==> src/rtl/line_clear_ctrl.sv <==
// Row-clear sequencer: scans the board bottom-up, drops full rows, compacts the rest
// downward and zero-fills the vacated top rows. Optional scoring under LINE_CLEAR_SCORE_EN.
module line_clear_ctrl #(
  parameter int ROWS  = 20,
  parameter int COLS  = 10,
  parameter int ROW_W = 5
) (
  input  logic             clka,
  input  logic             restart,
  input  logic             start,
  output logic [ROW_W-1:0] rd_addr,
  input  logic [COLS-1:0]  rd_data,
  output logic             wr_en,
  output logic [ROW_W-1:0] wr_addr,
  output logic [COLS-1:0]  wr_data,
  output logic             busy,
  output logic             done,
  output logic [ROW_W-1:0] lines_cleared
`ifdef LINE_CLEAR_SCORE_EN
  ,
  output logic [19:0]      score
`endif
);

  localparam logic [2:0] S_IDLE  = 3'd0;
  localparam logic [2:0] S_READ  = 3'd1;
  localparam logic [2:0] S_CHECK = 3'd2;
  localparam logic [2:0] S_FILL  = 3'd3;
  localparam logic [2:0] S_DONE  = 3'd4;

  localparam logic [ROW_W-1:0] LAST = ROW_W'(ROWS - 1);
  localparam logic [ROW_W-1:0] ZERO = '0;
  localparam logic [ROW_W-1:0] ONE  = ROW_W'(1);

  logic [2:0]       state;
  logic [ROW_W-1:0] src, dst, count;
  logic             full;
  logic [ROW_W-1:0] cnt_nxt;

  assign full    = &rd_data;
  assign cnt_nxt = full ? count + ONE : count;

`ifdef LINE_CLEAR_SCORE_EN
  logic [10:0] pts;
  logic [20:0] sum;

  always_comb begin
    pts = 11'd0;
    case (count)
      ROW_W'(0): pts = 11'd0;
      ROW_W'(1): pts = 11'd40;
      ROW_W'(2): pts = 11'd100;
      ROW_W'(3): pts = 11'd300;
      default:   pts = 11'd1200;
    endcase
    sum = {1'b0, score} + {10'd0, pts};
  end
`endif

  // Write strobes are registered: the decision made in CHECK/FILL appears on wr_* the next cycle.
  always_ff @(posedge clka) begin
    if (restart) begin
      state         <= S_IDLE;
      rd_addr       <= '0;
      wr_en         <= 1'b0;
      wr_addr       <= '0;
      wr_data       <= '0;
      busy          <= 1'b0;
      done          <= 1'b0;
      lines_cleared <= '0;
      src           <= '0;
      dst           <= '0;
      count         <= '0;
`ifdef LINE_CLEAR_SCORE_EN
      score         <= '0;
`endif
    end else begin
      wr_en <= 1'b0;
      done  <= 1'b0;
      case (state)
        S_IDLE: begin
          if (start) begin
            src           <= LAST;
            dst           <= LAST;
            count         <= '0;
            lines_cleared <= '0;
            rd_addr       <= LAST;
            busy          <= 1'b1;
            state         <= S_READ;
          end
        end
        S_READ: state <= S_CHECK;
        S_CHECK: begin
          count <= cnt_nxt;
          if (!full) begin
            wr_en   <= 1'b1;
            wr_addr <= dst;
            wr_data <= rd_data;
            if (dst != ZERO) dst <= dst - ONE;
          end
          if (src == ZERO) begin
            if (cnt_nxt != ZERO) begin
              state <= S_FILL;
            end else begin
              state         <= S_DONE;
              done          <= 1'b1;
              lines_cleared <= cnt_nxt;
            end
          end else begin
            src     <= src - ONE;
            rd_addr <= src - ONE;
            state   <= S_READ;
          end
        end
        S_FILL: begin
          wr_en   <= 1'b1;
          wr_addr <= dst;
          wr_data <= '0;
          if (dst == ZERO) begin
            state         <= S_DONE;
            done          <= 1'b1;
            lines_cleared <= count;
          end else begin
            dst <= dst - ONE;
          end
        end
        S_DONE: begin
          busy  <= 1'b0;
          state <= S_IDLE;
`ifdef LINE_CLEAR_SCORE_EN
          score <= sum[20] ? 20'hFFFFF : sum[19:0];
`endif
        end
        default: state <= S_IDLE;
      endcase
    end
  end

endmodule

==> config.mk <==
export PLATFORM = sky130hd
export DESIGN_NAME = line_clear_ctrl
export DESIGN_NICKNAME = d
export VERILOG_FILES = /design/src/rtl/line_clear_ctrl.sv
export SDC_FILE = /design/constraint.sdc
export NUM_CORES = 1
export LEC_CHECK = 0
export BUFFER_PORTS_ARGS = -buffer_cell sky130_fd_sc_hd__buf_4
export CAP_MARGIN = 40
export CORE_ASPECT_RATIO = 0.9
export CORE_MARGIN = 3
export CORE_UTILIZATION = 50
export CTS_BUF_LIST = sky130_fd_sc_hd__clkbuf_8
export DETAILED_ROUTE_END_ITERATION = 10
export PLACE_DENSITY_LB_ADDON = 0.3
export SYNTH_ARGS = -nofsm -noshare
export SYNTH_HDL_FRONTEND = slang
export SYNTH_SLANG_ARGS = --single-unit
==> constraint.sdc <==
create_clock -name clka -period 2.6 [get_ports clka]
set_input_delay 0.78 -clock clka [delete_from_list [all_inputs] [get_ports clka]]
set_output_delay 0.78 -clock clka [all_outputs]
set_load 0.02 [all_outputs]
==> impl_metrics.yaml <==
critical_path:
  setup.worst_path.class: "in2reg"
  critical_path.endpoint_type: "flip-flop"
  crit_fanout: 13
  crit_slowest_cell: "or3_4"
  path_cells: "buf_4 > nand4_4 > or3_4 > or4_1 > a211o_1 > mux2i_1"
  crit_required_ns: 2.83
  crit_arrival_ns: 2.42
  crit_path_start_kind: "input port"
  critPathMaxStageDelay_ns: 0.49
floorplan:
  die_w_um: 73.0
  ios: 41
  dieArea_sq_um: 4840
  start_util_pct: 53.0
  chipHeight_um: 66.3
  core_sq_um: 3810
  rows: 21
synthesis:
  synth-xor-area-share_pct: 2.17
  yosysUniqueCellTypes: 45
  synth_top_family_by_area: "simple AND/OR/NAND/NOR gates"
  avgSynthCellArea_sq_um: 8.44
  yosysSeqAreaShare_pct: 40.7
  ys_warn_count: 0
  async_flop_share_pct: 0
  synthMuxAreaShare_pct: 5.15
  synth_area_sq_um: 2020
  ys_top_cells_by_area: "dfxtp_1 (41%), a21oi_1 (6.0%), nand2_1 (5.0%)"
  synthSimpleGateAreaFrac_pct: 28.1
  synth_top_area_share_pct: 40.7
  synthAdderAreaFrac_pct: 1.86
  synth_seq_cells: 41
  synth_compound_area_share_pct: 17.6
  synth_nets: 255
  synthFlopType: "dfxtp_1"
  yosysTopAreaCell: "dfxtp_1"
  synthCells: 239
  synth_edf_count: 0
global_route:
  gr-usage-all-layers_pct: 19.0
  grt_pass1_vias: 1620
  grt_first_pass_wirelength_mm: 7.28
  grt_overflow: 0
  grt_max_degree: 44
  antenna_found_initial: 0
power:
  internal-power_mw: 1.11
  total_power_mw: 1.54
  peakVddDrop_uv: 415
  swShare_pct: 27.9
  p_seq_share_pct: 45.1
  power_frac_comb_pct: 20.1
  leakagePower_nw: 0.946
  clockPowerShare_pct: 34.8
  p_per_area_nw_per_um2: 614
  p_sw_mw: 0.429
clock_network:
  cts_made_buffers: 5
  insertion_delay_ns: 0.29
  cts.clk_slew.worst_paths_ns: 0.08
  root_buffer: "clkbuf_8"
  cts_sinks: 41
  cts.path.max_buffers: 2
  cts_resized: 0
  cts_hold_buf: 0
  tritoncts: "built"
  h-tree-depth: 2
  cts_setup_buffers: 0
routing:
  vias: 1823
  routed_via_density: 5.54
  ant_nets: 0
  wl_mm: 4.38
  wl_per_cell_um: 13.3
  drt_iter0_drc: 188
  first_pass_iters: 4
  drc: 0
run_status:
  outcome: "finished, final reports clean"
sta:
  worst_slew_pin_slew_ns: 0.507
  max_freq_mhz: 455
  finalHoldViolations: 0
  slew_headroom_pct: 65.9
  period_needed_ns: 2.20
  timing.final.crit_share_pct: 84.5
  hold_ws_ns: 0.451
  clock_skew_ns: 0.00622
  setup_tns_ns: 0
  setup_violations: 0
  report.final.slew_viol_count: 0
  rsz0062_at_grt: "false"
final_layout:
  drive_above_1_share_pct: 25.1
  num_antenna_cells: 0
  syn_to_final_growth_pct: 24.1
  filler_cell_count: 341
  final_common_cell: "buf_4"
  post-route-util_pct: 65.7
  layout_common_cells: "buf_4 (50), dfxtp_1 (41), nand2_1 (27), a21oi_1 (24), nor2_1 (19)"
  multiInputGateArea_sq_um: 1110
  final_nets: 298
  seq_area_sq_um: 821
job:
  drv_cap: 0
placement:
  dp_hpwl_mm: 3.12
  numPortBuffers: 40
  gp_routability_congestion: 0.849
hold_path:
  min-delay-path-class: "reg2reg"
## synth_stat cells, types with 4 or more instances
cell	number
a211oi_1	4
a21oi_1	24
clkbuf_1	8
dfxtp_1	41
inv_1	6
mux2i_1	7
nand2_1	27
nand2b_1	4
nand3_1	16
nand3b_1	4
nor2_1	19
nor3_1	11
nor4_1	4
o21ai_0	7
xor2_1	4
## routing by layer
metal | wire, um | global-route usage (%) | share of wire [%] | up-vias
li1 | - | - | - | 943
met1 | 2130 | 25.5 | 49 | 829
met2 | 1960 | 29.7 | 45 | 42
met3 | 229 | 4.71 | 5.2 | 9
met4 | 60 | 5.99 | 1.4 | 0
met5 | 0 | 0 | 0 | -
## sequential cells by signal, summed over array words and instances (netlist names)
| signal | cells |
|---|---|
| wr_addr | 5 |
| lines_cleared | 5 |
| wr_en | 1 |
| src | 5 |
| count | 5 |
| dst | 5 |
| wr_data | 10 |
| done | 1 |
| state | 3 |
| busy | 1 |
## cell type report
cell class / instances / area share [%]
Inverter: 6 / 0.899
Sequential cell: 41 / 32.8
Tap cell: 46 / 2.30
Clock inverter: 2 / 1.50
Timing Repair Buffer: 50 / 15.0
Clock buffer: 6 / 3.30
Multi-Input combinational cell: 178 / 44.3
## power by group through the flow
| stage | clock (mW) | combinational, mW | sequential [mW] |
|---|---|---|---|
| 3_5_place_dp | 0 | 0.310 | 0.707 |
| 6_report | 0.536 | 0.310 | 0.693 |
| 2_1_floorplan | 0 | 0.175 | 0.727 |
| 3_3_place_gp | 0 | 0.303 | 0.707 |
| 4_1_cts | 0.544 | 0.310 | 0.693 |
| 5_1_grt | 0.570 | 0.347 | 0.699 |
## critical path: cells and delay by family
kind | cells | cell delay, ns
AO/OA/AOI/OAI | 1 | 0.30
buffers and inverters | 1 | 0.10
multiplexers | 1 | 0.12
AND/OR/NAND/NOR | 3 | 1.12
## stage by stage
stage | worst slack [ns] | area (sq um) | instances
5_1_grt | 0.155 | 2500 | 329
4_1_cts | 0.402 | 2500 | 329
6_report | 0.404 | 2500 | 329
3_3_place_gp | 0.141 | 2380 | 321
3_5_place_dp | 0.104 | 2380 | 321
2_1_floorplan | 0.286 | 2020 | 239
## path summary, 6_finish.rpt
| check | slack, ns | cells after the start | start | to |
|---|---|---|---|---|
| setup / recovery | 0.40 | 6 | rd_data[8] | lines_cleared[4]$_SDFFE_PP0P_ |
| hold / removal | 0.45 | 2 | wr_data[7]$_SDFFE_PP0P_ | wr_data[7]$_SDFFE_PP0P_ |
| hold reg to reg | 0.45 | 2 | wr_data[7]$_SDFFE_PP0P_ | wr_data[7]$_SDFFE_PP0P_ |
| setup reg to reg | 0.48 | 8 | src[0]$_SDFFE_PP0P_ | lines_cleared[4]$_SDFFE_PP0P_ |
## kinds of logic after synthesis
family,Yosys count
simple gates,107
xor+xnor,5
flops,41
mux,10
fa+ha+maj,3
buf+inv,20
compound gates,53
No activity file was read; power rests on OpenSTA's default activity.
